`src/rtl/imager_stream_parser.sv`:
```
// Imager stream parser: per-frame width/height header, CHANNELS-component pixel stream,
// 1-bit bitmap overlay at a latched position, frame/line markers, multi-frame operation.
module imager_stream_parser #(
    parameter int unsigned   DW       = 8,
    parameter int unsigned   CHANNELS = 3,
    parameter int unsigned   DIM_W    = 32,
    parameter int unsigned   OV_W     = 64,
    parameter int unsigned   OV_H     = 8,
    parameter logic [DW-1:0] OV_FG    = DW'(8'hFF)
) (
    input  logic                 clk_in,
    input  logic                 rst,
    input  logic                 pxq,
    input  logic [DW-1:0]        d_in,
    input  logic                 ov_en,
    input  logic [DIM_W-1:0]     ov_x,
    input  logic [DIM_W-1:0]     ov_y,
    input  logic [OV_W*OV_H-1:0] ov_bitmap,
    output logic [DIM_W-1:0]     line_width,
    output logic [DIM_W-1:0]     pic_height,
    output logic                 dimensions_valid,
    output logic                 d_qual,
    output logic [DW-1:0]        dout,
    output logic [1:0]           chan,
    output logic                 sof,
    output logic                 eol,
    output logic                 eof,
    output logic [15:0]          frame_cnt
);

    localparam int unsigned HB    = DIM_W / DW;
    localparam int unsigned HB_W  = (HB > 1) ? $clog2(HB) : 1;
    localparam int unsigned IDX_W = (OV_W * OV_H > 1) ? $clog2(OV_W * OV_H) : 1;

    typedef logic [DIM_W:0] ext_t;
    typedef logic [IDX_W-1:0] idx_t;
    typedef enum logic [1:0] {StHdrW, StHdrH, StPix} state_e;

    state_e           state_q, state_d;
    logic [HB_W-1:0]  hb_q, hb_d;
    logic [DIM_W-1:0] w_sh_q, w_sh_d, h_sh_q, h_sh_d, h_full;
    logic [DIM_W-1:0] width_q, width_d, height_q, height_d;
    logic             dim_valid_q, dim_valid_d;
    logic             ov_en_q, ov_en_d;
    logic [DIM_W-1:0] ov_x_q, ov_x_d, ov_y_q, ov_y_d;
    logic [1:0]       ch_q, ch_d;
    logic [DIM_W-1:0] x_q, x_d, y_q, y_d;
    logic [15:0]      frame_cnt_q, frame_cnt_d;
    logic             d_qual_q, d_qual_d, sof_q, sof_d, eol_q, eol_d, eof_q, eof_d;
    logic [DW-1:0]    dout_q, dout_d;
    logic [1:0]       chan_q, chan_d;
    logic             hb_last, ch_last, x_last, y_last;
    logic             in_x, in_y, ov_hit;
    idx_t             bit_idx;

    assign hb_last = (hb_q == HB_W'(HB - 1));
    assign ch_last = (ch_q == 2'(CHANNELS - 1));
    assign x_last  = (x_q == width_q - DIM_W'(1));
    assign y_last  = (y_q == height_q - DIM_W'(1));
    assign h_full  = (h_sh_q << DW) | DIM_W'(d_in);

    // Extended-width compares so a rectangle near the top of the range cannot wrap.
    always_comb begin
        in_x    = ({1'b0, x_q} >= {1'b0, ov_x_q}) &&
                  ({1'b0, x_q} < ({1'b0, ov_x_q} + ext_t'(OV_W)));
        in_y    = ({1'b0, y_q} >= {1'b0, ov_y_q}) &&
                  ({1'b0, y_q} < ({1'b0, ov_y_q} + ext_t'(OV_H)));
        bit_idx = idx_t'(y_q - ov_y_q) * idx_t'(OV_W) + idx_t'(x_q - ov_x_q);
        ov_hit  = ov_en_q && in_x && in_y && ov_bitmap[bit_idx];
    end

    always_comb begin
        state_d     = state_q;
        hb_d        = hb_q;
        w_sh_d      = w_sh_q;
        h_sh_d      = h_sh_q;
        width_d     = width_q;
        height_d    = height_q;
        dim_valid_d = dim_valid_q;
        ov_en_d     = ov_en_q;
        ov_x_d      = ov_x_q;
        ov_y_d      = ov_y_q;
        ch_d        = ch_q;
        x_d         = x_q;
        y_d         = y_q;
        frame_cnt_d = frame_cnt_q;
        d_qual_d    = 1'b0;
        dout_d      = dout_q;
        chan_d      = chan_q;
        sof_d       = 1'b0;
        eol_d       = 1'b0;
        eof_d       = 1'b0;
        if (pxq) begin
            unique case (state_q)
                StHdrW: begin
                    w_sh_d      = (w_sh_q << DW) | DIM_W'(d_in);
                    dim_valid_d = 1'b0;
                    hb_d        = hb_last ? '0 : hb_q + HB_W'(1);
                    if (hb_last) state_d = StHdrH;
                end
                StHdrH: begin
                    h_sh_d = h_full;
                    hb_d   = hb_last ? '0 : hb_q + HB_W'(1);
                    if (hb_last) begin
                        if (w_sh_q == '0 || h_full == '0) begin
                            state_d = StHdrW;
                        end else begin
                            state_d     = StPix;
                            width_d     = w_sh_q;
                            height_d    = h_full;
                            dim_valid_d = 1'b1;
                            ov_en_d     = ov_en;
                            ov_x_d      = ov_x;
                            ov_y_d      = ov_y;
                            ch_d        = '0;
                            x_d         = '0;
                            y_d         = '0;
                        end
                    end
                end
                StPix: begin
                    d_qual_d = 1'b1;
                    dout_d   = ov_hit ? OV_FG : d_in;
                    chan_d   = ch_q;
                    sof_d    = (x_q == '0) && (y_q == '0) && (ch_q == '0);
                    eol_d    = x_last && ch_last;
                    eof_d    = x_last && ch_last && y_last;
                    if (!ch_last) begin
                        ch_d = ch_q + 2'd1;
                    end else begin
                        ch_d = '0;
                        if (!x_last) begin
                            x_d = x_q + DIM_W'(1);
                        end else begin
                            x_d = '0;
                            if (!y_last) begin
                                y_d = y_q + DIM_W'(1);
                            end else begin
                                y_d         = '0;
                                state_d     = StHdrW;
                                frame_cnt_d = frame_cnt_q + 16'd1;
                            end
                        end
                    end
                end
                default: state_d = StHdrW;
            endcase
        end
    end

    always_ff @(posedge clk_in or posedge rst) begin
        if (rst) begin
            state_q     <= StHdrW;
            hb_q        <= '0;
            w_sh_q      <= '0;
            h_sh_q      <= '0;
            width_q     <= '0;
            height_q    <= '0;
            dim_valid_q <= 1'b0;
            ov_en_q     <= 1'b0;
            ov_x_q      <= '0;
            ov_y_q      <= '0;
            ch_q        <= '0;
            x_q         <= '0;
            y_q         <= '0;
            frame_cnt_q <= '0;
            d_qual_q    <= 1'b0;
            dout_q      <= '0;
            chan_q      <= '0;
            sof_q       <= 1'b0;
            eol_q       <= 1'b0;
            eof_q       <= 1'b0;
        end else begin
            state_q     <= state_d;
            hb_q        <= hb_d;
            w_sh_q      <= w_sh_d;
            h_sh_q      <= h_sh_d;
            width_q     <= width_d;
            height_q    <= height_d;
            dim_valid_q <= dim_valid_d;
            ov_en_q     <= ov_en_d;
            ov_x_q      <= ov_x_d;
            ov_y_q      <= ov_y_d;
            ch_q        <= ch_d;
            x_q         <= x_d;
            y_q         <= y_d;
            frame_cnt_q <= frame_cnt_d;
            d_qual_q    <= d_qual_d;
            dout_q      <= dout_d;
            chan_q      <= chan_d;
            sof_q       <= sof_d;
            eol_q       <= eol_d;
            eof_q       <= eof_d;
        end
    end

    assign line_width       = width_q;
    assign pic_height       = height_q;
    assign dimensions_valid = dim_valid_q;
    assign d_qual           = d_qual_q;
    assign dout             = dout_q;
    assign chan             = chan_q;
    assign sof              = sof_q;
    assign eol              = eol_q;
    assign eof              = eof_q;
    assign frame_cnt        = frame_cnt_q;

endmodule

```
`config.mk`:
```
export PLATFORM = sky130hd
export DESIGN_NAME = imager_stream_parser
export DESIGN_NICKNAME = d
export VERILOG_FILES = /design/src/rtl/imager_stream_parser.sv
export SDC_FILE = /design/constraint.sdc
export NUM_CORES = 1
export LEC_CHECK = 0
export CORE_AREA = 2 2 264 266
export DETAILED_ROUTE_END_ITERATION = 8
export DIE_AREA = 0 0 266 268
export HOLD_SLACK_MARGIN = 0.15
export PLACE_DENSITY = 0.65
export SETUP_SLACK_MARGIN = 0.05
export SYNTH_ARGS = -nofsm -noshare
export SYNTH_HDL_FRONTEND = slang
export SYNTH_SLANG_ARGS = --single-unit
```
`constraint.sdc`:
```
create_clock -name clk_in -period 11.6 [get_ports clk_in]
set_input_delay 1.16 -clock clk_in [delete_from_list [all_inputs] [get_ports clk_in]]
set_output_delay 1.16 -clock clk_in [all_outputs]
set_load 0.03 [all_outputs]
```
Word-level counts from Yosys, hierarchy flattened
Cells that the tools add are included.
- $add $sub $neg: 12
- order comparisons: 5
- equality and inequality tests: 12
- muxes and demuxes: 35
- bitwise logic cells: 3
- reductions and logical operators: 30
- operator list (operator ; number):
    $mux W32 ; 7
    $logic_not A32 Y1 ; 4
    $pmux W32 S2 ; 2
    $lt A32 B33 Y1 ; 2
    $add A32 B1 Y32 const B ; 2
    $eq A32 B32 Y1 ; 2
    $ge A32 B32 Y1 ; 2
    $or A32 B8 Y32 ; 2
    $sub A32 B1 Y32 const B ; 2
    $add A32 B4 Y33 const B ; 1
    $add A32 B7 Y33 const B ; 1
    $mux W2 ; 10
    $add A16 B1 Y16 const B ; 1
    $ne A2 B2 Y1 const B ; 6
    $reduce_and A4 Y1 ; 3
    $reduce_and A6 Y1 ; 2
    $mux W1 ; 11
    $lt A9 B10 Y1 const B ; 1
    $reduce_and A5 Y1 ; 2
    $add A9 B9 Y9 ; 1
    $bmux W1 S9 ; 1
    $logic_and A1 B1 Y1 ; 9
    $sub A9 B9 Y9 ; 1
    $mux W8 ; 1
    other kinds (13) ; 21
- flip-flop bits (word level): 286
- output and inout port bits: 95

Logic depth before layout (Yosys ltp)
- word-level depth: 7
- mapped depth: 18
- gate-level depth less buffers: 18

Worst setup path after synthesis
No wires, ideal clock.
- path type: register to register
- start: register x_q[0]
- end: register dout_q[0] (netlist: dout[0])
- setup time: 0.127 ns
- arrival time: 3.853 ns
- required time: 11.473 ns
- slack: 7.620 ns
- stages on the path, launching flop included: 15
- path buffers: 3
- period minus slack after synthesis: 3.980 ns
- cell sequence: dfrtp_1 inv_1 ha_1 inv_1 fa_1 buf_4 buf_4 buf_1 mux4_2 mux4_2 nor2_1 o21ai_0 o2111ai_1 a31oi_1 nand3b_1
- longest elaborated chain between the ends: 6
- elaborated cells between the ends (all ways): 11
- classes of those cells: add/sub: 2; order compare: 2; mux: 3; reduce/logical: 4
- RTL lines (element ; RTL line ; RTL):
    start: declaration ; 47 ; logic [DIM_W-1:0] x_q, x_d, y_q, y_d;
    start signal: assignment ; 164 ; x_q <= '0;
    start signal: assignment ; 185 ; x_q <= x_d;
    $sub A9 B9 Y9 (tied with other cells) ; 68 ; bit_idx = idx_t'(y_q - ov_y_q) * idx_t'(OV_W) + idx_t'(x_q - ov_x_q);
    $add A9 B9 Y9 or $logic_and A1 B1 Y1 (tied branches) ; 68, 64 ;
    $bmux W1 S9 or $logic_and A1 B1 Y1 (tied branches) ; 69 ; ov_hit = ov_en_q && in_x && in_y && ov_bitmap[bit_idx];
    $mux W1 (not written as such) or $logic_and A1 B1 Y1 (tied branches) ; 69 ;
    $logic_and A1 B1 Y1 (*) ; 69 ;
    $mux W8 (*) ; 123 ; dout_d = ov_hit ? OV_FG : d_in;
    end signal: assignment ; 189 ; dout_q <= dout_d;
    end: declaration ; 50 ; logic [DW-1:0] dout_q, dout_d;
Mark *: on every way between the ends. The rest lies on a longest branch, timed or not. The select of a mux whose other input is x is not followed.
A chain may end at the register's enable or synchronous reset.

Final worst setup path
- start: register x_q[1]
- end: register dout_q[4] (netlist: dout[4])
Same word-level chain as after synthesis.

==> reports/qor.txt <==
dominant cell by count in the synthesized netlist - dfrtp_1
final setup vio count - 0
I/O Buffers - 682
worst min path class - flop to flop
FF+latch count, synth - 286
adder-cell share of the synthesized area - 8.06%
DRC viols - 0
total CTS buffers - 31
core area - 68200 um2
layout cells sized above 1 - 12.9%
non-filler cells, final - 3821
buffers plus inverters on the worst setup path - 2
Peak supply drop - 0.329 mV
CTS Buffer Depth - 3
Max stage delay on crit path - 1.10 ns
post-route ant nets - 0
hold_buf cts - 0
CP required - 12.13 ns
Initial Util - 34.2%
CP max FO - 42
largest family of logic cells by synthesized area - multiplexers
MaxCap Viol Count - 0
drt wl/cell - 25.3 um
H-Tree Depth - 1
Clock Latency Late Sink - 0.60 ns
clock root buffer - clkbuf_16
Synth top area share - 30.6%
critical path capture point type - flop
clock-pin slew on the worst setup and hold paths - 0.07 ns
DIE WIDTH - 266 um
Compound-Gate Fraction of Synth Area - 12.4%
Max Slew Vio Count - 0
Pwr per Cell Area - 292 nW/um2
Crit path max-delay family - compound AO/OA/AOI/OAI gates
synthesized cell area - 23400 um2
Synth Area in XOR/XNOR - 5.59%
CTS tree - done
list of most frequent post-synthesis cells - dfrtp_1, nand2_1, mux4_2
final setup TNS - 0 ns
routability-driven placement congestion ratio - 0.963
RSZ-0062 raised after global routing - no
post-synthesis mux area share - 20.7%
Fmax - 0.172 GHz
Setup Buffers After CTS - 0
Worst slew margin - 18.1%
Critical Path, Cell by Cell - ha_1, ha_1, inv_1, fa_4, buf_4, mux4_2, nor2b_1, a211oi_1, a2111oi_0, nor4_1, a311oi_1, o2111ai_1, a31oi_1, nand3b_1
CP arrival - 6.34 ns
Syn Inst Count - 2319
HPWL Detailed - 78500 um
crit path launch type - flop
Post-CTS Resized - 0
via count - 22.0k
Lkg Pwr - 12.8 nW
Ports - 683
clk_skew - 0.0180 ns
drt via density - 5.77
num rows - 96
DRT Pass-1 Iters - 5
clock sinks - 286
Post-synth EDFFs - 0
Die Span Y - 268 um
Tcrit/Tclk final - 50.1%
worst slew pin tran - 1.22 ns
largest cells by area after synthesis - dfrtp_1, mux4_2, ha_1, mux2_2, xnor2_1
antenna violations before repair - 14
fin crit period - 5.82 ns
Hold Fails Final Rpt - 0
area leader, netlist - dfrtp_1
total power - 0.00933 W
CP max-delay cell - fa_4
cell mode on critical path - ha_1
largest net degree at the start of global routing - 170
DRT Wirelength - 96700 um
post-synth cell types - 93
first-pass GRT wire length - 145000 um
Synth Area in Simple Gates - 17.9%
post-synthesis net count - 3052
vias in the first global route - 22.7k
fraction of registers with async set/reset - 100%
die area - 71300 um2
Area Growth Syn to Fin - 36.7%
grt ovf - 0
Initial DRC Count - 1430
dominant synthesized flop cell - dfrtp_1
placed cells - 3765
WHS - 0.466 ns
layout net count - 3649
Synth Area per Inst - 10.1 um2
Total Routing Usage GR - 26.6%
yosys warns - 0
CP Class - flop to flop
status - complete, no violations
Seq/Total Area, Yosys - 30.6%
-- cell families after synthesis --
group	count (synthesis)
adder cells (fa/ha/maj)	145
buffers and inverters	257
XOR/XNOR	149
AND/OR/NAND/NOR	759
flip-flops	286
multiplexers	287
AO/OA/AOI/OAI	436
-- registers in the layout (all words and copies together), names as in the netlist --
register and cells:
w_sh_q 32, line_width 32, sof 1, state_q 2
h_sh_q 24, d_qual 1, ov_x_q 32, dout 8
x_q 32, eol 1, hb_q 2, dimensions_valid 1
frame_cnt 16, y_q 32, pic_height 32, ch_q 2
eof 1, ov_en_q 1, ov_y_q 32, chan 2
-- metal layers --
| metal | global-route usage (%) | part of all wire [%] | wire length, um | vias to the layer above |
|---|---|---|---|---|
| li1 | - | - | - | 10000 |
| met1 | 36.6 | 45 | 43400 | 11100 |
| met2 | 44.8 | 47 | 45800 | 796 |
| met3 | 3.57 | 5.3 | 5150 | 135 |
| met4 | 5.91 | 2.5 | 2400 | 10 |
| met5 | 0 | 0.071 | 69 | - |
-- path summary, 6_finish.rpt --
kind	cells after the start	from	end	slack (ns)
setup / recovery	14	x_q[1]	dout[4]	5.78
hold / removal	1	frame_cnt[15]	frame_cnt[15]	0.47
setup reg to reg	14	x_q[1]	dout[4]	5.78
hold reg to reg	1	frame_cnt[15]	frame_cnt[15]	0.47
max in group asynchronous	3	rst	ov_y_q[22]	8.99
min in group asynchronous	2	rst	frame_cnt[7]	1.13
-- area by class of cell --
cell class | instances | area (um2)
Antenna cell | 4 | 10.0
Clock buffer | 37 | 808
Clock inverter | 15 | 224
Fill cell | 6297 | 36300
Inverter | 121 | 462
Multi-Input combinational cell | 1776 | 15200
Sequential cell | 286 | 7160
Tap cell | 882 | 1100
Timing Repair Buffer | 700 | 6990
-- power breakdown --
group / total, W / internal (W) / leakage, nW / switching (W)
clock network: 0.00103 / 0.000606 / 0.504 / 0.000428
registers: 0.00196 / 0.00136 / 3.58 / 0.000599
logic: 0.00633 / 0.00301 / 8.75 / 0.00332
total: 0.00933 / 0.00498 / 12.8 / 0.00434
-- through the flow --
| step | worst slack, ns | area (um2) | utilization, % |
|---|---|---|---|
| floorplan | 2.55 | 23400 | - |
| global placement | 5.85 | 30900 | 45.3 |
| detailed placement | 5.62 | 30900 | 45.3 |
| CTS | 5.59 | 31900 | 46.8 |
| global route | 5.37 | 31900 | 46.8 |
| finish | 5.78 | 31900 | 46.8 |
-- placed cells by master (no fill, tap or decap), drive strengths merged, types with 30 or more instances in the layout --
cell type,count
clkdlybuf4s50,682
dfrtp,286
nand2,194
mux4,144
ha,136
o21ai,133
mux2,125
inv,123
xnor2,100
nor2,93
nor3,73
nand3,68
nor4,66
a21oi,62
nand4,59
xor2,49
a31oi,41
and3,41
clkbuf,37
nor2b,34
a21o,30
No activity file was read; power rests on OpenSTA's default activity.
